<file path="config.mk">
export PLATFORM = sky130hd
export DESIGN_NAME = memory_flat
export DESIGN_NICKNAME = d
export VERILOG_FILES = /design/src/rtl/memory_if.sv /design/src/rtl/memory.sv /design/src/flat_wrapper.sv
export SDC_FILE = /design/constraint.sdc
export NUM_CORES = 1
export LEC_CHECK = 0
export BUFFER_PORTS_ARGS = -buffer_cell sky130_fd_sc_hd__buf_2
export CAP_MARGIN = 30
export CORE_UTILIZATION = 32
export CTS_BUF_LIST = sky130_fd_sc_hd__clkbuf_16
export DETAILED_ROUTE_END_ITERATION = 10
export GPL_ROUTABILITY_DRIVEN = 0
export HOLD_SLACK_MARGIN = 0.03
export PLACE_DENSITY = 0.44
export SKIP_LAST_GASP = 1
export SYNTH_ARGS = -nofsm -noshare
export SYNTH_HDL_FRONTEND = slang
export SYNTH_SLANG_ARGS = --single-unit
</file>
<file path="constraint.sdc">
create_clock -name clk -period 3.38 [get_ports clk]
set_input_delay 0.338 -clock clk [delete_from_list [all_inputs] [get_ports clk]]
set_output_delay 0.338 -clock clk [all_outputs]
set_load 0.005 [all_outputs]
</file>
<file path="src/rtl/memory_if.sv">
// memory_if: valid/ready access port for the word memory.
// master drives the request, slave returns ready and read data.
interface memory_if #(
  parameter int WIDTH      = 8,
  parameter int ADDR_WIDTH = 5
);
  logic                  valid;
  logic                  ready;
  logic                  wr_rd;
  logic [ADDR_WIDTH-1:0] addr;
  logic [WIDTH-1:0]      wdata;
  logic [WIDTH-1:0]      rdata;

  modport master (
    output valid,
    output wr_rd,
    output addr,
    output wdata,
    input  ready,
    input  rdata
  );

  modport slave (
    input  valid,
    input  wr_rd,
    input  addr,
    input  wdata,
    output ready,
    output rdata
  );
endinterface

</file>
<file path="src/rtl/memory.sv">
// memory: single-port word store behind a valid/ready port.
// MEMORY_WAIT_STATE_EN inserts an IDLE/ACK wait state per access.
module memory #(
  parameter int WIDTH      = 8,
  parameter int DEPTH      = 32,
  parameter int ADDR_WIDTH = $clog2(DEPTH)
) (
  input  logic     clk,
  input  logic     res,
  memory_if.slave  bus
);
  localparam logic [ADDR_WIDTH:0] LIMIT =
    (ADDR_WIDTH+1)'(DEPTH);

  logic [WIDTH-1:0] mem [0:DEPTH-1];

  logic             rdy_q;
  logic [WIDTH-1:0] rdata_q;
  logic             xfer;
  logic             in_range;

  assign in_range  = {1'b0, bus.addr} < LIMIT;
  assign xfer      = res & bus.valid & rdy_q;
  assign bus.ready = rdy_q;
  assign bus.rdata = rdata_q;

`ifdef MEMORY_WAIT_STATE_EN
  typedef enum logic {IDLE, ACK} state_t;
  state_t state;

  always_ff @(posedge clk) begin
    if (!res) begin
      state <= IDLE;
      rdy_q <= 1'b0;
    end else begin
      unique case (state)
        IDLE: begin
          if (bus.valid) begin
            state <= ACK;
            rdy_q <= 1'b1;
          end
        end
        ACK: begin
          state <= IDLE;
          rdy_q <= 1'b0;
        end
        default: begin
          state <= IDLE;
          rdy_q <= 1'b0;
        end
      endcase
    end
  end
`else
  always_ff @(posedge clk) begin
    if (!res) rdy_q <= 1'b0;
    else      rdy_q <= 1'b1;
  end
`endif

  // storage is deliberately left out of reset
  always_ff @(posedge clk) begin
    if (xfer && bus.wr_rd && in_range)
      mem[bus.addr] <= bus.wdata;
  end

  always_ff @(posedge clk) begin
    if (!res) begin
      rdata_q <= '0;
    end else if (xfer && !bus.wr_rd) begin
      rdata_q <= in_range ? mem[bus.addr] : '0;
    end
  end
endmodule

</file>
<file path="src/flat_wrapper.sv">
// flat-port wrapper written by rule: the top's interface ports become plain ports
module memory_flat 
#(
  parameter int WIDTH      = 8,
  parameter int DEPTH      = 32,
  parameter int ADDR_WIDTH = $clog2(DEPTH)
)
  (clk, res, bus_valid, bus_wr_rd, bus_addr, bus_wdata, bus_ready, bus_rdata);
  memory_if #(.WIDTH(WIDTH), .ADDR_WIDTH(ADDR_WIDTH)) bus_i ();
  input  logic clk;
  input  logic res;
  input wire logic [$bits(bus_i.valid)-1:0] bus_valid;
  input wire logic [$bits(bus_i.wr_rd)-1:0] bus_wr_rd;
  input wire logic [$bits(bus_i.addr)-1:0] bus_addr;
  input wire logic [$bits(bus_i.wdata)-1:0] bus_wdata;
  output wire logic [$bits(bus_i.ready)-1:0] bus_ready;
  output wire logic [$bits(bus_i.rdata)-1:0] bus_rdata;
  assign bus_i.valid = bus_valid;
  assign bus_i.wr_rd = bus_wr_rd;
  assign bus_i.addr = bus_addr;
  assign bus_i.wdata = bus_wdata;
  assign bus_ready = bus_i.ready;
  assign bus_rdata = bus_i.rdata;
  memory #(.WIDTH(WIDTH), .DEPTH(DEPTH), .ADDR_WIDTH(ADDR_WIDTH)) u_core (.clk(clk), .res(res), .bus(bus_i));
endmodule
</file>
==> run metrics <==
Arrival @ worst endpoint ~2.5 ns; post-synthesis sequential area ratio 75.9%; Hold Violations, Final 0; Max Root-Sink Buffers 3; Worst-Skew Late Latency 0.54 ns; clk root buf clkbuf_16; largest net degree at the start of global routing just over 40; worst vdd ir 0.413 mV; minimum clock period 2.25 ns; number of synthesized flops with an enable pin 256; Total Routed Length about 26000 um; Die X about 180 um; Vert. Die Dim 182 um; Non-Filler Instances 1013; multi-input logic area 2330 um^2; worst hold start res; Crit Path Class reg -> reg; Antenna Cells 0; Netlist cell types 44; drt first pass iters 4; Starting Density 32.7%; Synth area leaders edfxtp_1 74%, mux4_2 8.9%, mux2i_1 4.2%; worst min-delay path class in -> reg; final setup fails 0; Post-synth ARST share 0%; startpoint types flop; first-pass GRT wire length 38800 um; Critical R2R Launch u_core.bus.ready$_DFF_P_; Slew Viols, Final 0; crit-path cells nand4_1 > or3b_2 > nor2_1 > buf_4; met2 wire len 12800 um; Worst Hold End u_core.bus.ready$_DFF_P_; Setup TNS 0 ns; Least-Margin Pin Slew 0.848 ns; DRT antenna net count 0; remaining global-route overflow 0; Top FF cell, synth edfxtp_1; Psw around 1400 uW; Critical Path End Type flop; Site Rows 65; Hold-fix buffers, CTS 0; initial antenna violation count 0; IO Pins 26; post-synthesis average cell area 19.4 um^2; Worst Skew 0.0196 ns; top cell family by delay on the critical path simple AND/OR/NAND/NOR gates; Clk pwr share 39.8%; die area 33100 um^2; CP Buf/Inv Count 1; CTS resizes 0; uppermost layer routed met4; CTS clk-pin slew, worst paths around 0.06 ns; Sink Count 265; Critical Path Max Stage Delay around 0.69 ns; Seq pwr share a little under three fifths; number of I/O port buffers 25; FMAX 0.444 GHz; outcome completed; Synth area leader edfxtp_1; Num CTS Buffers 27; overall routing resource usage roughly 16%; Switching Share 21.0%; Synth Net Count 552; Worst Path Required 3.62 ns; yosys warns 0; path depth of the worst reg2reg path 4; Final period util 66.6%; LEAKAGE about 0.0038 uW; Pint 5150 uW; nets@finish 611; H-tree Lvls 1; TritonCTS clock tree built; area share of the leading cell type in the synthesized netlist 74.1%; Vias 5307; Gate Count Post-Synth 535; Reg-to-Reg End u_core.mem[1][1]$_DFFE_PP_; vias per cell between 5 and 6; hold depth 1; CP max stage cell or3b_2; wl on met1 11700 um; power per cell area around 550 nW/um^2; Max Fanout on Critical Path 8; Yosys reg bits approximately 270; WL/cell 25.8 um; Post-DP HPWL 17000 um; flip-flop and latch area 7870 um^2; unrepaired setup endpoints after global routing no; Max-Cap Viols 0; post-CTS setup buffers 0; Fillers ~2900; Core Footprint 31700 um^2; Area Overhead vs Synth 14.6%; DR iter-0 viols 382; met3 wire len roughly 1100 um; Rel. slew slack around 43%; DRC 0; number of global-route vias before repair 5496; logic gate share of total power under 10%; Post-Syn Area ~10000 um^2; share of cells above drive strength 1 between 20% and 30%; Post-Place Cells 967; r2r setup slk 1.13 ns
==> synthesized netlist by cell type (2+ instances only) <==
| library cell | n |
|---|---|
| nor2b_1 | 4 |
| a41oi_1 | 3 |
| or3b_2 | 2 |
| buf_2 | 7 |
| dfxtp_1 | 9 |
| nand4_1 | 4 |
| nor3_1 | 3 |
| edfxtp_1 | 256 |
| a22o_1 | 6 |
| mux2i_1 | 44 |
| mux4_2 | 41 |
| or4b_2 | 2 |
| buf_4 | 8 |
| and3_1 | 3 |
| a221oi_1 | 4 |
| and2_1 | 3 |
| clkbuf_1 | 10 |
| a31oi_1 | 6 |
| or3_1 | 2 |
| buf_6 | 2 |
| mux2_2 | 5 |
| nand4b_1 | 2 |
| buf_1 | 3 |
| o21ai_0 | 2 |
| and3b_1 | 2 |
| a21oi_1 | 9 |
| a211oi_1 | 4 |
| nor2_1 | 37 |
| or4bb_1 | 3 |
| a22oi_1 | 6 |
| nand2b_1 | 2 |
| o22ai_1 | 16 |
| nand2_1 | 10 |
| nor4_1 | 3 |
| nand3b_1 | 3 |
==> worst max-delay path by stage <==
stage                                              to                startpoint  cells past startpoint
final                      u_core.mem[1][1]$_DFFE_PP_  u_core.bus.ready$_DFF_P_                      4
after global routing       u_core.mem[1][2]$_DFFE_PP_  u_core.bus.ready$_DFF_P_                      4
after CTS                  u_core.mem[1][1]$_DFFE_PP_  u_core.bus.ready$_DFF_P_                      4
after detailed placement   u_core.mem[0][3]$_DFFE_PP_               bus_addr[0]                      4
after global placement     u_core.mem[0][2]$_DFFE_PP_               bus_addr[0]                      4
after floorplan           u_core.mem[13][0]$_DFFE_PP_               bus_addr[0]                      6
==> registers in the layout (all words and copies together), names as in the netlist <==
register,flops
u_core.mem,256
u_core.bus.rdata,8
u_core.bus.ready,1
==> routing by layer <==
metal / vias to the layer above / global-route usage [%]
li1: 2337 / -
met1: 2800 / 22.6
met2: 133 / 26.7
met3: 37 / 2.21
met4: 0 / 3.80
met5: - / 0
==> kinds of logic after synthesis <==
| family | share of synthesized area [%] |
|---|---|
| DFF | 75.9 |
| muxes | 13.7 |
| and+or+nand+nor | 4.74 |
| AOI/OAI and AO/OA | 4.08 |
| buffers and inverters | 1.60 |
==> cell usage in the layout (no fill, tap or decap), types with 4 or more instances in the layout <==
master	count
nor2b_1	4
a22o_1	6
edfxtp_1	256
inv_1	6
a21oi_1	9
clkinv_2	4
mux4_2	41
buf_2	24
nor2_1	37
nand2_1	10
nand4_1	4
a211oi_1	4
a31oi_1	6
a221oi_1	4
buf_4	34
dfxtp_1	9
o22ai_1	16
clkbuf_16	27
a22oi_1	6
mux2_2	5
clkinv_1	8
mux2i_1	44
==> cell type report <==
type / count / share of cell area [%]
flip-flops and latches: 265 / 66.2
multi-input cells: 240 / 19.7
clock inverters: 19 / 0.685
clock buffers: 27 / 5.69
repair buffers: 60 / 3.50
well taps: 402 / 4.23
==> through the flow <==
step / hold WS, ns / setup WS (ns) / power [uW] / utilization [%] / instance area, um^2
2_1_floorplan: 0.366 / 1.14 / 3850 / - / 10400
3_3_place_gp: 0.547 / 0.711 / 4000 / 35.1 / 11100
3_5_place_dp: 0.540 / 0.701 / 4000 / 35.1 / 11100
4_1_cts: 0.0566 / 1.06 / 6610 / 37.4 / 11900
5_1_grt: 0.0726 / 1.01 / 6750 / 37.4 / 11900
6_report: 0.0791 / 1.13 / 6520 / 37.4 / 11900
==> power by group through the flow <==
stage	clock [uW]	sequential, uW	combinational, uW
final	2590	3620	308
after global routing	2800	3620	334
after CTS	2680	3620	315
after detailed placement	0	3690	315
after global placement	0	3690	313
after floorplan	0	3680	171
Note: power is estimated with default switching activity, not from simulation.
